File: config.mk
export PLATFORM = sky130hd
export DESIGN_NAME = beat_sequencer_flat
export DESIGN_NICKNAME = d
export VERILOG_FILES = /design/src/rtl/beat_sequencer_pkg.sv /design/src/rtl/beat_sequencer_if.sv /design/src/rtl/beat_sequencer_tempo_prescaler.sv /design/src/rtl/beat_sequencer.sv /design/src/flat_wrapper.sv
export SDC_FILE = /design/constraint.sdc
export NUM_CORES = 1
export LEC_CHECK = 0
export CORE_MARGIN = 8
export CORE_UTILIZATION = 52
export CTS_CLUSTER_SIZE = 24
export DETAILED_ROUTE_END_ITERATION = 10
export PLACE_DENSITY_LB_ADDON = 0.1
export SLEW_MARGIN = 40
export SYNTH_ARGS = -nofsm -noshare
export SYNTH_HDL_FRONTEND = slang
export SYNTH_SLANG_ARGS = --single-unit
File: constraint.sdc
create_clock -name clk -period 2.6 [get_ports clk]
set_clock_uncertainty 0.05 [all_clocks]
set_input_delay 0.78 -clock clk [delete_from_list [all_inputs] [get_ports clk]]
set_output_delay 0.78 -clock clk [all_outputs]
set_load 0.005 [all_outputs]
File: src/rtl/beat_sequencer_pkg.sv
// -----------------------------------------------------------------------------
// beat_seq_pkg
// Shared definitions for the beat sequencer and the downstream tone ROM:
//   - BEAT_W      : width of the beat index bus (shared with the tone ROM)
//   - seq_state_e : playback FSM states (IDLE, PLAY, PAUSE)
//   - TEMPO_*     : tempo_sel codes
//   - tempo_period: clocks per beat for a tempo code
// -----------------------------------------------------------------------------
package beat_seq_pkg;

  localparam int unsigned BEAT_W = 12;

  typedef enum logic [1:0] {
    IDLE  = 2'd0,
    PLAY  = 2'd1,
    PAUSE = 2'd2
  } seq_state_e;

  localparam logic [1:0] TEMPO_4HZ  = 2'd0;
  localparam logic [1:0] TEMPO_8HZ  = 2'd1;
  localparam logic [1:0] TEMPO_16HZ = 2'd2;
  localparam logic [1:0] TEMPO_2HZ  = 2'd3;

  // Clocks per beat for a tempo code (integer division of the clock rate).
  function automatic int unsigned tempo_period(input logic [1:0] sel,
                                               input int unsigned clk_hz);
    case (sel)
      TEMPO_4HZ:  return clk_hz / 32'd4;
      TEMPO_8HZ:  return clk_hz / 32'd8;
      TEMPO_16HZ: return clk_hz / 32'd16;
      TEMPO_2HZ:  return clk_hz / 32'd2;
      default:    return clk_hz / 32'd4;
    endcase
  endfunction

endpackage

File: src/rtl/beat_sequencer_if.sv
// -----------------------------------------------------------------------------
// beat_sequencer_if
// Command/status bundle between the playback controller and its user.
//   Commands (master -> slave): play, pause, stop (1-cycle pulses),
//     loop_en (level), tempo_sel[1:0], and with BEAT_SEQ_SEEK_EN defined
//     seek_fwd / seek_back (1-cycle pulses).
//   Status (slave -> master): ibeatNum[11:0], en, playing, beat_tick, done.
// Optional feature macro: BEAT_SEQ_SEEK_EN.
// -----------------------------------------------------------------------------
interface beat_sequencer_if;
  import beat_seq_pkg::*;

  logic              play;
  logic              pause;
  logic              stop;
  logic              loop_en;
  logic [1:0]        tempo_sel;
  logic [BEAT_W-1:0] ibeatNum;
  logic              en;
  logic              playing;
  logic              beat_tick;
  logic              done;
`ifdef BEAT_SEQ_SEEK_EN
  logic              seek_fwd;
  logic              seek_back;

  modport master (output play, pause, stop, loop_en, tempo_sel, seek_fwd, seek_back,
                  input  ibeatNum, en, playing, beat_tick, done);
  modport slave  (input  play, pause, stop, loop_en, tempo_sel, seek_fwd, seek_back,
                  output ibeatNum, en, playing, beat_tick, done);
`else
  modport master (output play, pause, stop, loop_en, tempo_sel,
                  input  ibeatNum, en, playing, beat_tick, done);
  modport slave  (input  play, pause, stop, loop_en, tempo_sel,
                  output ibeatNum, en, playing, beat_tick, done);
`endif

endinterface

File: src/rtl/beat_sequencer_tempo_prescaler.sv
// -----------------------------------------------------------------------------
// tempo_prescaler
// Beat-rate prescaler. Counts 0..period_m1_i and wraps.
//   clk, rst      : system clock, synchronous active-low reset
//   clear_i       : force the count to 0 (highest priority)
//   hold_i        : freeze the count
//   period_m1_i   : latched beat period minus one (terminal count value)
//   tc_o          : count is at terminal; the parent acts on it only in
//                   cycles where it is neither clearing nor holding
// -----------------------------------------------------------------------------
module tempo_prescaler #(
  parameter int unsigned W = 26
) (
  input  logic         clk,
  input  logic         rst,
  input  logic         clear_i,
  input  logic         hold_i,
  input  logic [W-1:0] period_m1_i,
  output logic         tc_o
);

  logic [W-1:0] count_q;
  logic [W-1:0] count_d;

  // >= rather than == so a count stranded above the terminal still wraps.
  assign tc_o = (count_q >= period_m1_i);

  // Next count: clear beats hold beats wrap beats increment.
  always_comb begin
    count_d = count_q;
    if (clear_i) begin
      count_d = '0;
    end else if (hold_i) begin
      count_d = count_q;
    end else if (tc_o) begin
      count_d = '0;
    end else begin
      count_d = count_q + {{(W-1){1'b0}}, 1'b1};
    end
  end

  // Count register with synchronous reset.
  always_ff @(posedge clk) begin
    if (!rst) begin
      count_q <= '0;
    end else begin
      count_q <= count_d;
    end
  end

endmodule

File: src/rtl/beat_sequencer.sv
// -----------------------------------------------------------------------------
// beat_sequencer
// Playback controller upstream of the tone ROM: produces the beat index and
// playback enable, handles play/pause/stop, tempo selection and loop-at-end.
//   clk        : system clock
//   rst        : synchronous active-low reset
//   bus        : beat_sequencer_if.slave (commands in, registered status out)
// Parameters: CLK_HZ (clock rate), LAST_BEAT (final beat index, <= 4095).
// Optional feature macro: BEAT_SEQ_SEEK_EN adds seek_fwd/seek_back (+/-4 beats).
// The prescaler stores PERIOD-1 so a full PERIOD of CLK_HZ/2 fits its width.
// -----------------------------------------------------------------------------
module beat_sequencer
  import beat_seq_pkg::*;
#(
  parameter int unsigned CLK_HZ    = 100_000_000,
  parameter int unsigned LAST_BEAT = 63
) (
  input  logic             clk,
  input  logic             rst,
  beat_sequencer_if.slave  bus
);

  localparam int unsigned       PRESC_W       = $clog2(CLK_HZ / 32'd2);
  localparam logic [PRESC_W-1:0] PERIOD_RST_M1 = PRESC_W'(CLK_HZ / 32'd4 - 32'd1);
  localparam logic [BEAT_W-1:0]  LAST_B        = BEAT_W'(LAST_BEAT);

  // Terminal count for a tempo code.
  function automatic logic [PRESC_W-1:0] period_m1_of(input logic [1:0] sel);
    return PRESC_W'(tempo_period(sel, CLK_HZ) - 32'd1);
  endfunction

  seq_state_e          state_q, state_d;
  logic [BEAT_W-1:0]   beat_q, beat_d;
  logic                tick_q, tick_d;
  logic                done_q, done_d;
  logic                en_q, en_d;
  logic                playing_q, playing_d;
  logic [PRESC_W-1:0]  period_m1_q, period_m1_d;
  logic                presc_clear_s;
  logic                presc_hold_s;
  logic                presc_tc_s;
  logic                cmd_any_s;
  logic                seek_req_s;
  logic [BEAT_W-1:0]   seek_beat_s;

  tempo_prescaler #(.W(PRESC_W)) u_presc (
    .clk         (clk),
    .rst         (rst),
    .clear_i     (presc_clear_s),
    .hold_i      (presc_hold_s),
    .period_m1_i (period_m1_q),
    .tc_o        (presc_tc_s)
  );

  // Seek only acts when no transport command is present this cycle.
  assign cmd_any_s = bus.stop | bus.pause | bus.play;

`ifdef BEAT_SEQ_SEEK_EN
  assign seek_req_s  = !cmd_any_s && (bus.seek_fwd ^ bus.seek_back);
  assign seek_beat_s = bus.seek_fwd
                       ? (((LAST_B - beat_q) <= 12'd3) ? LAST_B : (beat_q + 12'd4))
                       : ((beat_q < 12'd4) ? 12'd0 : (beat_q - 12'd4));
`else
  assign seek_req_s  = 1'b0;
  assign seek_beat_s = '0;
`endif

  // Next-state, beat position, prescaler control and output decode.
  always_comb begin
    state_d       = state_q;
    beat_d        = beat_q;
    tick_d        = 1'b0;
    done_d        = 1'b0;
    period_m1_d   = period_m1_q;
    presc_clear_s = 1'b0;
    presc_hold_s  = 1'b0;

    case (state_q)
      IDLE: begin
        beat_d = '0;
        if (bus.stop || bus.pause) begin
          presc_clear_s = 1'b1;
        end else if (bus.play) begin
          // The prescaler counts during the play cycle, so the first
          // tick lands PERIOD cycles after play.
          state_d     = PLAY;
          period_m1_d = period_m1_of(bus.tempo_sel);
        end else begin
          presc_clear_s = 1'b1;
        end
      end

      PLAY: begin
        if (bus.stop) begin
          state_d       = IDLE;
          beat_d        = '0;
          presc_clear_s = 1'b1;
        end else if (bus.pause) begin
          state_d      = PAUSE;
          presc_hold_s = 1'b1;
        end else if (seek_req_s) begin
          beat_d        = seek_beat_s;
          presc_clear_s = 1'b1;
        end else if (presc_tc_s) begin
          tick_d      = 1'b1;
          period_m1_d = period_m1_of(bus.tempo_sel);
          if (beat_q < LAST_B) begin
            beat_d = beat_q + 12'd1;
          end else if (bus.loop_en) begin
            beat_d = '0;
          end else begin
            beat_d  = '0;
            done_d  = 1'b1;
            state_d = IDLE;
          end
        end else begin
          beat_d = beat_q;
        end
      end

      PAUSE: begin
        if (bus.stop) begin
          state_d       = IDLE;
          beat_d        = '0;
          presc_clear_s = 1'b1;
        end else if (bus.pause) begin
          presc_hold_s = 1'b1;
        end else if (bus.play) begin
          // Resume counting this cycle from the held value.
          state_d = PLAY;
        end else if (seek_req_s) begin
          beat_d        = seek_beat_s;
          presc_clear_s = 1'b1;
        end else begin
          presc_hold_s = 1'b1;
        end
      end

      default: begin
        state_d       = IDLE;
        beat_d        = '0;
        presc_clear_s = 1'b1;
      end
    endcase

    en_d      = (state_d != IDLE);
    playing_d = (state_d == PLAY);
  end

  // State and registered outputs with synchronous reset.
  always_ff @(posedge clk) begin
    if (!rst) begin
      state_q     <= IDLE;
      beat_q      <= '0;
      tick_q      <= 1'b0;
      done_q      <= 1'b0;
      en_q        <= 1'b0;
      playing_q   <= 1'b0;
      period_m1_q <= PERIOD_RST_M1;
    end else begin
      state_q     <= state_d;
      beat_q      <= beat_d;
      tick_q      <= tick_d;
      done_q      <= done_d;
      en_q        <= en_d;
      playing_q   <= playing_d;
      period_m1_q <= period_m1_d;
    end
  end

  assign bus.ibeatNum  = beat_q;
  assign bus.en        = en_q;
  assign bus.playing   = playing_q;
  assign bus.beat_tick = tick_q;
  assign bus.done      = done_q;

endmodule
File: src/flat_wrapper.sv
// flat-port wrapper written by rule: the top's interface ports become plain ports
module beat_sequencer_flat import beat_seq_pkg::*;
#(
  parameter int unsigned CLK_HZ    = 100_000_000,
  parameter int unsigned LAST_BEAT = 63
)
  (clk, rst, bus_play, bus_pause, bus_stop, bus_loop_en, bus_tempo_sel, bus_ibeatNum, bus_en, bus_playing, bus_beat_tick, bus_done);
  beat_sequencer_if bus_i ();
  input  logic clk;
  input  logic rst;
  input wire logic [$bits(bus_i.play)-1:0] bus_play;
  input wire logic [$bits(bus_i.pause)-1:0] bus_pause;
  input wire logic [$bits(bus_i.stop)-1:0] bus_stop;
  input wire logic [$bits(bus_i.loop_en)-1:0] bus_loop_en;
  input wire logic [$bits(bus_i.tempo_sel)-1:0] bus_tempo_sel;
  output wire logic [$bits(bus_i.ibeatNum)-1:0] bus_ibeatNum;
  output wire logic [$bits(bus_i.en)-1:0] bus_en;
  output wire logic [$bits(bus_i.playing)-1:0] bus_playing;
  output wire logic [$bits(bus_i.beat_tick)-1:0] bus_beat_tick;
  output wire logic [$bits(bus_i.done)-1:0] bus_done;
  assign bus_i.play = bus_play;
  assign bus_i.pause = bus_pause;
  assign bus_i.stop = bus_stop;
  assign bus_i.loop_en = bus_loop_en;
  assign bus_i.tempo_sel = bus_tempo_sel;
  assign bus_ibeatNum = bus_i.ibeatNum;
  assign bus_en = bus_i.en;
  assign bus_playing = bus_i.playing;
  assign bus_beat_tick = bus_i.beat_tick;
  assign bus_done = bus_i.done;
  beat_sequencer #(.CLK_HZ(CLK_HZ), .LAST_BEAT(LAST_BEAT)) u_core (.clk(clk), .rst(rst), .bus(bus_i));
endmodule
==> Yosys cells after proc, flatten, opt, wreduce, memory -nomap -nowiden <==
Cells that the tools add are included.
{ "word_totals": {"regBits": 70, "latchBits": 0, "ramBits": 0, "mem_bits_ro": 0, "inputBits": 8, "out_inout_bits": 16, "wordCells": 84, "mem_count": 0} }
{ "classes": {"addsub": 4, "n_mul": 0, "n_div": 0, "order_cmp": 2, "eq_ne": 14, "n_shift": 0, "muxes": 42, "bitwise_logic": 3, "n_reduce_logical": 11} }
{ "op_table": {"columns": ["operator", "n"], "rows": [
  ["$mux W26", 13],
  ["$pmux W26 S4", 1],
  ["$mux W12", 5],
  ["$pmux W26 S2", 1],
  ["$sub A26 B1 Y26 const B", 2],
  ["$add A26 B1 Y26 const B", 1],
  ["$ge A26 B26 Y1", 1],
  ["$pmux W12 S2", 1],
  ["$mux W2", 9],
  ["$add A12 B1 Y12 const B", 1],
  ["$lt A12 B6 Y1 const B", 1],
  ["$ne A2 B2 Y1 const B", 5],
  ["$mux W1", 9],
  ["$eq A2 B1 Y1 const B", 3],
  ["$eq A2 B2 Y1 const B", 3],
  ["$pmux W2 S3", 1],
  ["$reduce_and A6 Y1", 1],
  ["$reduce_or A6 Y1", 1],
  ["$logic_not A2 Y1", 2],
  ["$pmux W1 S2", 2],
  ["$reduce_bool A2 Y1", 2],
  ["$reduce_or A2 Y1", 2],
  ["$reduce_or A4 Y1", 1],
  ["$ne A3 B2 Y1 const B", 1],
  ["other kinds (5)", 7]
]} }

==> Logic depth before layout (Yosys ltp) <==
Gate-level depths: netlist (run 1).
{ "depth": {"depth_word": 11, "mapped_depth": 11} }

==> Hierarchy <==
A second synthesis (run 1) with hierarchy kept.
{ "unflattened": {"hier_cells": 434, "hier_area_um2": 3749.8} }
{ "modules_own_cells": {"columns": ["module", "instances", "cells_per_inst", "area_per_inst_um2", "seq_area_each_um2"], "rows": [
  ["tempo_prescaler", 1, 261, 2109.5, 520.5],
  ["beat_sequencer", 1, 173, 1640.3, 640.6]
]} }

==> Least setup slack after synthesis (run 1) <==
OpenSTA, ideal clock, no wires.
{ "synth_path": {"kind": "reg2reg", "startpoint": "register u_core.period_m1_q[6]", "endpoint": "register u_core.en_q (netlist: u_core.bus.en)", "setup_time_ns": 0.130, "arrival_ns": 2.235, "slack_ns": 0.185, "path_stages_with_launch": 11, "path_buffers": 1, "synth_period_minus_slack_ns": 2.415, "path_cell_list": "dfxtp_1 > inv_1 > ha_1 > nand4_1 > nor4_2 > o31ai_1 > and3_1 > buf_6 > or3_4 > a311oi_2 > o21ai_0"} }
{ "synth_via": {"elab_chain_len": 6} }
{ "synth_lines": {"columns": ["element", "line", "text"], "rows": [
  ["from (decl)", "beat_sequencer.sv:38", "logic [PRESC_W-1:0] period_m1_q, period_m1_d;"],
  ["from (signal assigned)", "beat_sequencer.sv:167", "period_m1_q <= period_m1_d;"],
  ["$ge A26 B26 Y1", "beat_sequencer_tempo_prescaler.sv:26", "assign tc_o = (count_q >= period_m1_i);"],
  ["$mux W2", "beat_sequencer.sv:104", "end else if (presc_tc_s) begin"],
  ["$mux W2", "beat_sequencer.sv:98", "end else if (bus.pause) begin"],
  ["$mux W2", "beat_sequencer.sv:94", "if (bus.stop) begin"],
  ["$pmux W2 S3", "beat_sequencer.sv:78", "case (state_q)"],
  ["$reduce_bool A2 Y1", "beat_sequencer.sv:146", "en_d = (state_d != IDLE);"],
  ["to (signal assigned)", "beat_sequencer.sv:165", "en_q <= en_d;"],
  ["to (decl)", "beat_sequencer.sv:36", "logic en_q, en_d;"]
]} }
Every way passes these cells.
A chain may end at the register's enable or synchronous reset.

==> Worst setup path after layout (run 1) <==
{ "layout_path": {"startpoint": "register u_core.period_m1_q[23]", "endpoint": "register u_core.playing_q (netlist: u_core.bus.playing)"} }
{ "layout_via": {"elab_chain_len": 6} }
{ "layout_lines": {"columns": ["element", "line", "text"], "rows": [
  ["$ge A26 B26 Y1", "beat_sequencer_tempo_prescaler.sv:26", null],
  ["$mux W2", "beat_sequencer.sv:104", null],
  ["$mux W2", "beat_sequencer.sv:98", null],
  ["$mux W2", "beat_sequencer.sv:94", null],
  ["$pmux W2 S3", "beat_sequencer.sv:78", null],
  ["$eq A2 B1 Y1", "beat_sequencer.sv:147", "playing_d = (state_d == PLAY);"],
  ["to (signal assigned)", "beat_sequencer.sv:166", "playing_q <= playing_d;"],
  ["to (decl)", "beat_sequencer.sv:37", "logic playing_q, playing_d;"]
]} }
Every way passes these cells.

==> flow_summary.json, run 1 <==
{
  "dp_cells": 469,
  "synth_top_area_cell": "dfxtp_1",
  "synthMuxAreaShare_pct": 0.9796,
  "status": "finished clean",
  "peakVddDrop_v": 0.0003264,
  "ant_nets": 0,
  "synth_ff_type": "dfxtp_1",
  "power_density_nw_per_um2": 502.0,
  "area_growth_syn_to_layout_pct": 31.47,
  "synth_top_family_by_area": "simple AND/OR/NAND/NOR gates",
  "hp-start": "u_core.period_m1_q[8]",
  "grt_pass1_wl_mm": 11.50,
  "gp_congestion": 0.8592,
  "drt_iter0_drc": 100,
  "dieArea_sq_um": 8608,
  "setup_viol_count_final": 0,
  "crit_start": "u_core.period_m1_q[23]",
  "syn_inst": 354,
  "ys_seq_area_share_pct": 37.88,
  "crit_path_start_kind": "flip-flop",
  "fin_crit_sh_pct": 97.77,
  "ys_types": 43,
  "synth_area_per_cell_sq_um": 8.659,
  "maxCapViolCount": 0,
  "route.detailed.drc": 0,
  "p_leak_uw": 0.001627,
  "grt_max_degree": 27,
  "final_cells": 490,
  "nets": 450,
  "cts_tree": "built",
  "core_area_sq_um": 5816,
  "grt_pass1_vias": 2517,
  "clkLatencyLatePin_ns": 0.34,
  "fin_util_pct": 69.30,
  "root_buffer": "clkbuf_8",
  "clkSinkCount": 58,
  "end_kind": "flip-flop",
  "final_layout_size_suffix_gt1_share_pct": 19.76,
  "dpl.hpwl_mm": 4.924,
  "synthArstFlopShare_pct": 0,
  "synth_xor_area_share_pct": 6.857,
  "hp-class": "reg2reg",
  "synth-simple-area-share_pct": 24.00,
  "syn_nets": 394,
  "vias": 2703,
  "rows": 28,
  "fp.dieH_microns": 92.78,
  "tightest_slew_ns": 0.4623,
  "slew_viol_final": 0,
  "ys_ff_latch": 58,
  "first_pass_iters": 4,
  "crit_arrival_ns": 2.77,
  "finalWorstSetupSlack_ns": 0.05796,
  "nFillCells": 476,
  "mostFrequentLayoutCell": "nor2_1",
  "grt_util_all_layers_pct": 16.39,
  "synth-compound-area-share_pct": 12.73,
  "synth_top_area_share_pct": 37.88,
  "overflow": 0,
  "die_w_microns": 92.78,
  "cts_buffer_depth": 2,
  "r2r_start": "u_core.period_m1_q[23]",
  "drt_wl_total_mm": 7.289,
  "wl_per_cell_microns": 14.88,
  "slew_headroom_pct": 69.04,
  "diodes": 0,
  "ys_warn_count": 0,
  "netlist_area_sq_um": 3065,
  "start_util_pct": 52.71,
  "criticalPathCategory": "reg2reg",
  "clk_pin_slew_worst_paths_ns": 0.07,
  "finalHoldViolations": 0,
  "vias_per_cell": 5.516,
  "rsz0062_at_grt": "yes",
  "required_ns": 2.83,
  "worstPathMaxFanout": 4,
  "antenna_found_initial": 0,
  "hold_depth": 2,
  "io_pins": 24,
  "h-tree-depth": 3,
  "reg2regPathDepth": 10,
  "portBuffers": 23,
  "final_cell_mix": "53 x nor2_1, 51 x dfxtp_1, 28 x buf_4",
  "synth_edf_count": 0,
  "preCtsSetupSlack_ns": -0.3107,
  "clock.fmax_mhz": 393.4,
  "synth_adder_area_share_pct": 13.06,
  "synth_area_leaders": "dfxtp_1 38%, ha_1 13%, nor2_1 6.5%, xor2_1 4.3%, inv_1 3.1%",
  "cts-buffers-inserted": 9,
  "fin_crit_ns": 2.542
}
Yosys cell counts (all sizes together), types with 2 or more instances:
master	number
dfxtp	58
nor2	53
ha	32
inv	25
nand2	17
o21ai	16
xor2	15
nand3	14
a21oi	13
and3	13
nand4	13
nor3	10
xnor2	9
o21a	7
clkbuf	6
o31ai	6
a31oi	5
and2	4
nand2b	4
nor4	4
buf	3
mux2i	3
or3	3
a211oi	2
and4	2
nand4b	2
nor2b	2
o31a	2
stage by stage:
stage	hold WS (ns)	power, uW	TNS (ns)	cell area [sq um]
after floorplan	0.3779	988.0	0	3065
after global placement	0.3989	1037	-1.448	3553
after detailed placement	0.4093	1039	-1.817	3553
after CTS	0.4217	2032	0	3791
after global routing	0.4373	2094	-0.09634	4030
final	0.4187	2023	0	4030
layer usage:
| metal | global-route usage [%] | vias to the layer above | wire (microns) |
|---|---|---|---|
| met5 | 0 | - | 0 |
| met3 | 4.693 | 11 | 232 |
| met2 | 25.44 | 38 | 3415 |
| met4 | 5.906 | 0 | 92 |
| li1 | - | 1355 | - |
| met1 | 21.07 | 1299 | 3548 |
sequential cells by signal (all words and copies together) (netlist names):
name and cells:
u_core.u_presc.count_q 26, u_core.period_m1_q 14, u_core.bus.ibeatNum 12, u_core.state_q 2, u_core.bus.beat_tick 1, u_core.bus.done 1
u_core.bus.en 1, u_core.bus.playing 1
critical path, stage by stage, from the launching register on:
cell	delay, ns
dfxtp_2	0.33
inv_2	0.06
ha_4	0.26
nand4_1	0.19
buf_4	0.21
nor4_4	0.15
o31ai_2	0.12
and3_1	0.22
or3_4	0.42
a311oi_4	0.30
nor2b_1	0.17
power by group:
part / switching (uW) / leakage [uW] / internal [uW] / total (uW)
sequential: 6.81 / 0.000470 / 899 / 906
combinational: 70.3 / 0.00104 / 56.5 / 127
clock: 373 / 0.000119 / 617 / 990
total: 450 / 0.00163 / 1570 / 2020
worst paths after layout:
path / to / slack (ns)
worst max register to register: u_core.bus.playing / 0.06
worst max-delay path: u_core.bus.playing / 0.06
worst min register to register: u_core.period_m1_q[8] / 0.42
worst min-delay path: u_core.period_m1_q[8] / 0.42
timing repair:
item,in CTS,in global routing
endpoints found under the setup margin,0,25
resized for setup,0,36
setup buffers,0,4
hold buffers,0,0
logic make-up after synthesis:
group,after synthesis
fa+ha+maj,32
buf+inv,34
flops,58
compound gates,59
simple gates,144
xor+xnor,24
mux,3
area by class of cell:
cell class,instances,area (sq um),area share [%]
multi-input combinational,262,1956,48.53
sequential,58,1170,29.03
timing repair buffer,54,476.7,11.83
clock buffer,12,165.2,4.098
inverter,25,96.34,2.391
tap,75,93.84,2.328
clock inverter,4,72.57,1.801
No activity file was read; power rests on OpenSTA's default activity.
==> run 2: changes to the inputs <==
--- a/config.mk
+++ b/config.mk
@@ -5,8 +5,9 @@
 export SDC_FILE = /design/constraint.sdc
 export NUM_CORES = 1
 export LEC_CHECK = 0
+export ABC_AREA = 1
 export CORE_MARGIN = 8
-export CORE_UTILIZATION = 52
+export CORE_UTILIZATION = 54
 export CTS_CLUSTER_SIZE = 24
 export DETAILED_ROUTE_END_ITERATION = 10
 export PLACE_DENSITY_LB_ADDON = 0.1
==> flow_summary.json, run 2 <==
{
  "route.detailed.drc": 0,
  "synthArstFlopShare_pct": 0,
  "largest-register": "u_core.u_presc.count_q",
  "cts-buffers-inserted": 9,
  "synth_top_area_cell": "dfxtp_1",
  "clk_pin_slew_worst_paths_ns": 0.07,
  "setup_viol_count_final": 0,
  "vias": 3274,
  "h-tree-depth": 3,
  "fin_crit_ns": 2.243,
  "syn_nets": 548,
  "p_int_uw": 1453,
  "hp-class": "reg2reg",
  "end_kind": "flip-flop",
  "finalHoldViolations": 0,
  "ys_types": 39,
  "crit_arrival_ns": 2.47,
  "dpl.hpwl_mm": 6.297,
  "worstPathMaxFanout": 7,
  "fin_crit_sh_pct": 86.28,
  "met3_usage_pct": 4.765,
  "placed_area_sq_um": 3965,
  "hold_buffers": 0,
  "gp_congestion": 0.9342,
  "nets": 589,
  "synth_area_leaders": "dfxtp_1 32%, nand2_1 12%, ha_1 11%, nor2_1 7.5%, inv_1 7.1%",
  "netlist_area_sq_um": 3581,
  "worst_path_most_repeated_cell": "nand2_2",
  "grt_util_met2_pct": 28.82,
  "synth_commonest_cells": "118 x nand2_1, 72 x nor2_1, 68 x inv_1",
  "tightest_slew_ns": 0.4861,
  "start_util_pct": 56.07,
  "rows": 29,
  "crit_start": "bus_stop",
  "dp_cells": 615,
  "dieArea_sq_um": 9494,
  "preCtsSetupSlack_ns": 0.04526,
  "area_growth_syn_to_layout_pct": 16.42,
  "synth_area_per_cell_sq_um": 7.049,
  "peakVddDrop_v": 0.0004832,
  "final_cell_mix": "118 x nand2_1, 72 x nor2_1, 68 x inv_1",
  "hp-start": "u_core.bus.ibeatNum[6]",
  "stdcell_area_sq_um": 4169,
  "ys_ff_latch": 58,
  "met1_usage_pct": 21.25,
  "power_density_nw_per_um2": 467.4,
  "cp_slowest_cell": "clkdlybuf4s50_1",
  "grt_pass1_wl_mm": 14.13,
  "maxCapViolCount": 0,
  "ys_warn_count": 0,
  "final_layout_size_suffix_gt1_share_pct": 11.37,
  "slew_headroom_pct": 67.34,
  "root_buffer": "clkbuf_8",
  "fp.dieH_microns": 97.44,
  "die_w_microns": 97.44,
  "ys_seq_area_share_pct": 32.42,
  "io_pins": 24,
  "slew_viol_final": 0,
  "grt_util_all_layers_pct": 17.60,
  "rsz0062_at_grt": "no",
  "finalWorstSetupSlack_ns": 0.3566,
  "diodes": 0,
  "cts_setup_buffers": 0,
  "drt_iter0_drc": 155,
  "syn_inst": 508,
  "portBuffers": 23,
  "clkLatencyLatePin_ns": 0.34,
  "grt_max_degree": 14,
  "r2r_start": "u_core.period_m1_q[6]",
  "fin_setup_tns_ns": 0,
  "p_clk_share_pct": 43.9,
  "core_area_sq_um": 6386,
  "first_pass_iters": 5,
  "nFillCells": 569,
  "postCtsResizedCells": 0,
  "overflow": 0,
  "critical_path.cell_chain": "clkdlybuf4s50_1, inv_1, nand2_2, nand2_2, nand2_2, nand4_2, nor2_1, buf_4, nand2_1, a21oi_1",
  "cts_buffer_depth": 2,
  "largest_register_ffs": 26,
  "clock.fmax_mhz": 445.8,
  "switchingPower_uw": 495.3,
  "wl_per_cell_microns": 12.69,
  "synth_top_area_share_pct": 32.42,
  "synth_ff_type": "dfxtp_1",
  "grt_pass1_vias": 3172,
  "vias_per_cell": 5.189,
  "required_ns": 2.82,
  "mostFrequentLayoutCell": "nand2_1",
  "crit_path_start_kind": "input port",
  "p_leak_uw": 0.001909,
  "seqPwrFrac_pct": 47.2,
  "status": "finished clean",
  "power_frac_comb_pct": 8.9,
  "antenna_found_initial": 0,
  "ant_nets": 0,
  "synth_edf_count": 0,
  "grt.busiest_layer": "met2",
  "max_stage_delay_ns": 0.57,
  "clkSinkCount": 58,
  "final_cells": 631,
  "drt_wl_total_mm": 8.006,
  "criticalPathCategory": "in2reg",
  "cts_tree": "built",
  "p_sw_share_pct": 25.42,
  "post-synth-top-count-cell": "nand2_1"
}
## run 2: area by class of cell
| cell class | instances | area [sq um] | share of cell area (%) |
|---|---|---|---|
| inverter | 71 | 269.0 | 6.453 |
| timing repair buffer | 39 | 350.3 | 8.403 |
| tap | 77 | 96.34 | 2.311 |
| sequential | 58 | 1161 | 27.85 |
| multi-input combinational | 370 | 2088 | 50.09 |
| clock buffer | 11 | 141.4 | 3.391 |
| clock inverter | 5 | 62.56 | 1.501 |
## run 2: power by group through the flow
stage	logic (uW)	registers (uW)	clock network, uW
final	174	920	855
after global routing	197	922	916
after CTS	176	920	872
after detailed placement	175	940	0
after global placement	172	939	0
after floorplan	115	938	0
## run 2: layer usage
metal,routed length (microns),vias to the layer above
met5,0,-
met4,155,0
met3,502,14
met2,3714,80
met1,3634,1464
li1,-,1716
## run 2: cell families after synthesis
logic type               count (synthesis)  synth area share (%)
flip-flops                              58                 32.42
adder cells (fa/ha/maj)                 32                 11.18
AND/OR/NAND/NOR                        290                 38.44
buffers and inverters                   80                 9.259
XOR/XNOR                                 9                 2.201
AO/OA/AOI/OAI                           39                 6.499
## run 2: stage by stage
| step | power (uW) | util (%) | hold WS, ns |
|---|---|---|---|
| 3_5_place_dp | 1115 | 62.09 | 0.4005 |
| 5_1_grt | 2035 | 65.28 | 0.4336 |
| 4_1_cts | 1967 | 65.28 | 0.4105 |
| 3_3_place_gp | 1111 | 62.09 | 0.3915 |
| 6_report | 1949 | 65.28 | 0.4088 |
| 2_1_floorplan | 1053 | - | 0.3771 |
## run 2: worst paths after layout
kind / cells after the start / slack, ns / endpoint
max: 10 / 0.36 / u_core.u_presc.count_q[12]
min reg2reg: 2 / 0.41 / u_core.bus.ibeatNum[6]
max reg2reg: 12 / 0.42 / u_core.u_presc.count_q[4]
min: 2 / 0.41 / u_core.bus.ibeatNum[6]
## run 2: critical path, delay by kind of cell
family	cells	cell delay, ns
AND/OR/NAND/NOR	6	0.72
AO/OA/AOI/OAI	1	0.15
buffers and inverters	3	0.82
==> RTL change 1 (config.mk and constraints of run 2) <==
`CLK_HZ` is set to 100_000_000 in 2 places; all go to 25_000_000.
--- a/src/rtl/beat_sequencer.sv
+++ b/src/rtl/beat_sequencer.sv
@@ -14,3 +14,3 @@
 #(
-  parameter int unsigned CLK_HZ    = 100_000_000,
+  parameter int unsigned CLK_HZ    = 25_000_000,
   parameter int unsigned LAST_BEAT = 63
--- a/src/flat_wrapper.sv
+++ b/src/flat_wrapper.sv
@@ -3,3 +3,3 @@
 #(
-  parameter int unsigned CLK_HZ    = 100_000_000,
+  parameter int unsigned CLK_HZ    = 25_000_000,
   parameter int unsigned LAST_BEAT = 63
Check against the original RTL: same outputs for any inputs over 4 cycles, from zero or initial values and one cycle with rst low; that may be too few to reach the edited logic, so the function may still have changed.
==> RTL change 1 against run 2 <==
- sequential cell count fell by 2
- cell area fell by 6.9%
- maximum frequency rose by 1.7%
- combinational power fell by 7%
- routed wire length fell by 8.4%
- clock power fell by 41%
- worst setup slack improved by 0.037 ns
- synthesized area fell by 4.8%
- power fell by 21%
- cell count fell by 5.4%
- largest cell class unchanged
==> RTL change 1: results (changes against run 2) <==
status=finished, final reports clean (unchanged); NonClk Buf Share=8.58% (was 8.40%); CP Max Fanout=9 (was 7); Non-CTS buffers=35 (was 39); GR Util met1=23.3% (was 21.3%); M2 GR Usage=28.3% (was 28.8%); Worst-path clk slew=0.09 ns (was 0.07 ns); synth cell count leaders=nand2_1, nor2_1, inv_1 (unchanged); Multi-input comb cells=354 (was 370); top cells by area, synth=dfxtp_1, nand2_1, ha_1 (unchanged); hpwl dp=5.89 mm (was 6.30 mm); Placement Setup Slack=0.0702 ns (was 0.0453 ns); Util after Layout=62.2% (was 65.3%); Synth Area in Compound Gates=5.32% (was 6.50%); placed inst area=3780 sq um (was 3970 sq um); share of layout cells above drive strength 1=10.0% (was 11.4%); Worst R2R Start=u_core.period_m1_q[4]$_SDFFE_PN0P_ (was u_core.period_m1_q[6]$_SDFFE_PN0P_); HP Start=u_core.bus.ibeatNum[8]$_SDFFE_PN0P_ (was u_core.bus.ibeatNum[6]$_SDFFE_PN0P_); hold slack final=0.412 ns (was 0.409 ns); clock-cell share of area=2.48% (was 4.89%); Worst Path Arrival=2.36 ns (was 2.47 ns); CP endpoint=u_core.u_presc.count_q[22]$_SDFFE_PP0N_ (was u_core.u_presc.count_q[12]$_SDFFE_PP0N_); Crit path max-delay family=simple AND/OR/NAND/NOR gates (was buffers and inverters); Clock Latency Late Sink=0.30 ns (was 0.34 ns); peak supply drop=0.267 mV (was 0.483 mV); Mapped Cells=486 (was 508); final worst-path cycle share=84.9% (was 86.3%); count of non-filler cells in the finished layout=597 (was 631); leakage=1.76 nW (was 1.91 nW); FF+latch count, synth=56 (was 58); fill count=609 (was 569); Seq/Total Area, Yosys=32.9% (was 32.4%)
RTL change 1: changes by cell type after synthesis, moves of 2 or more:
cell | before | now
nand3b_1 | 6 | 8
dfxtp_1 | 58 | 56
a21o_1 | 3 | 1
xnor2_1 | 4 | 1
nand2_2 | 10 | 5
a21oi_1 | 23 | 17
nand4_1 | 16 | 4
xor2_1 | 5 | 12
o21ai_1 | 0 | 2
inv_2 | 2 | 6
nor2_1 | 72 | 70
nor2_2 | 0 | 6
inv_1 | 68 | 61
nand3_1 | 37 | 35
RTL change 1: report_power, final:
group / switching [mW] / leakage [nW] / total [mW] / internal [mW]
Combinational: 0.0950 / 1.26 / 0.161 / 0.0663
Sequential: 0.0106 / 0.453 / 0.885 / 0.874
Clock: 0.265 / 0.0503 / 0.503 / 0.238
Total: 0.371 / 1.76 / 1.55 / 1.18
RTL change 1: per-layer routing:
metal / up-vias / wire, um
li1: 1605 / -
met1: 1363 / 3700
met2: 48 / 3170
met3: 13 / 324
met4: 0 / 142
met5: - / 0
==> RTL change 2 (flow settings as in run 2) <==
Made on the original files. Re-encode `seq_state_e` (3 states) as one-hot, 3 bits wide.
--- a/src/rtl/beat_sequencer_pkg.sv
+++ b/src/rtl/beat_sequencer_pkg.sv
@@ -12,6 +12,6 @@
 
-  typedef enum logic [1:0] {
-    IDLE  = 2'd0,
-    PLAY  = 2'd1,
-    PAUSE = 2'd2
+  typedef enum logic [2:0] {
+    IDLE  = 3'b001,
+    PLAY  = 3'b010,
+    PAUSE = 3'b100
   } seq_state_e;
Formal check against the unedited RTL: same outputs for any inputs over 4 cycles, from zero or initial values and one cycle with rst low; so few cycles prove little.
==> RTL change 2 against run 2 <==
- register-to-register slack got worse by 0.02 ns
- worst setup slack improved by 0.046 ns
- synthesized area grew 2.4%
- utilization decreased by 3.0 points
- power decreased by 6.4%
- sequential power up 0.4%
- clock power decreased by 6.7%
- routed wire length is 7.5% higher
- via count rose by 3.0%
- sequential cell count up 1
- cell area shrank 0.18%
- first-iteration DRC count down 8.4%
==> RTL change 2: results (changes against run 2) <==
status=finished, final reports clean (unchanged); Worst Path Arrival=2.41 ns (was 2.47 ns); GR Util met1=22.6% (was 21.3%); adder-cell area share of the yosys netlist=9.55% (was 11.2%); HP Start=u_core.bus.ibeatNum[7]$_SDFFE_PN0P_ (was u_core.bus.ibeatNum[6]$_SDFFE_PN0P_); CP Max Fanout=11 (was 7); Hold EP=u_core.bus.ibeatNum[7]$_SDFFE_PN0P_ (was u_core.bus.ibeatNum[6]$_SDFFE_PN0P_); Multi-input gate area=2110 sq um (was 2090 sq um); Crit path max-delay family=compound AO/OA/AOI/OAI gates (was buffers and inverters); Worst R2R Setup Slack=0.40 ns (was 0.42 ns); synth cell count leaders=nand2_1, inv_1, dfxtp_1, nor2_1, nand3_1 (was nand2_1, nor2_1, inv_1); Ys Warns=0 (unchanged); Routed wire per std cell=13.4 um (was 12.7 um); pin count of the biggest net entering global routing=21 (was 14); CP Class=reg2reg (was in2reg); Mapped Cells=526 (was 508); syn nets=562 (was 548); hpwl dp=6.83 mm (was 6.30 mm); share of layout cells above drive strength 1=10.9% (was 11.4%); final worst slack=0.403 ns (was 0.357 ns); grt total ovfl=0 (unchanged); Worst R2R End=u_core.u_presc.count_q[10]$_SDFFE_PP0N_ (was u_core.u_presc.count_q[4]$_SDFFE_PP0N_); first-pass iteration count of the detailed router=4 (was 5); Seq/Total Area, Yosys=32.2% (was 32.4%); Clock power frac=43.8% (was 43.9%); Sw Share=23.8% (was 25.4%); CP max stage delay=0.45 ns (was 0.57 ns); Combinational Power Share=5.6% (was 8.9%); Slew HR=66.4% (was 67.3%); top cells by area, synth=dfxtp_1, nand2_1, ha_1 (unchanged); M2 GR Usage=31.4% (was 28.8%); Critical Path Slowest Stage Cell=dfxtp_1 (was clkdlybuf4s50_1); Worst R2R Start=u_core.u_presc.count_q[25]$_SDFFE_PP0N_ (was u_core.period_m1_q[6]$_SDFFE_PN0P_); first-pass GRT wire length=14.7 mm (was 14.1 mm); vias per cell=5.25 (was 5.19); placed inst area=3980 sq um (was 3970 sq um); Placement Setup Slack=0.0662 ns (was 0.0453 ns); Largest Register=u_core.u_presc.count_q (unchanged); Synth Area in Compound Gates=8.12% (was 6.50%); met3 usage in global routing=2.89% (was 4.77%); placed cell count=627 (was 615); final wirelength=8.61 mm (was 8.01 mm); DRT iter0 DRCs=142 (was 155); vias in the first global route=3,234 (was 3,172); hold depth=2 (unchanged); synth unique cells=38 (was 39); clk buf depth=2 (unchanged); Clock Latency Late Sink=roughly 0.33 ns; Psw=0.434 mW (was 0.495 mW); peak supply drop=0.258 mV (was 0.483 mV); fill count=639 (was 569); xor/xnor share of the synthesized area=1.91% (was 2.20%); Total GRT Usage=18.7% (was 17.6%); fin nets=594 (was 589); hold slack final=0.406 ns (was 0.409 ns); Reg2Reg Depth=8 (was 12); final RePlAce weighted congestion=0.943 (was 0.934); leakage=1.76 nW (was 1.91 nW)
==> RTL change 2: cell types whose count changed in the layout (fill, tap and decap cells not counted), moves of 4 or more <==
cell,before,now
ha_1,32,28
nor2_1,72,59
nor3b_1,0,4
o211ai_1,0,6
nand2_1,118,131
nand2_2,10,5
nor4_1,1,6
nand3b_1,6,0
buf_4,16,9
nor2_2,0,8
o21ai_1,0,4
==> RTL change 2: layer usage <==
metal,vias to the layer above,wire [um],part of all wire [%]
met5,-,0,0
met4,0,227,2.6
met3,17,283,3.3
met2,60,4060,47
met1,1526,4040,47
li1,1768,-,-
==> RTL change 2: area by class of cell <==
| type | instances | share of cell area (%) |
|---|---|---|
| Timing Repair Buffer | 32 | 7.16 |
| Sequential cell | 59 | 28.4 |
| Clock buffer | 10 | 3.07 |
| Multi-Input combinational cell | 381 | 50.8 |
| Tap cell | 80 | 2.41 |
| Inverter | 75 | 6.89 |
| Clock inverter | 5 | 1.32 |
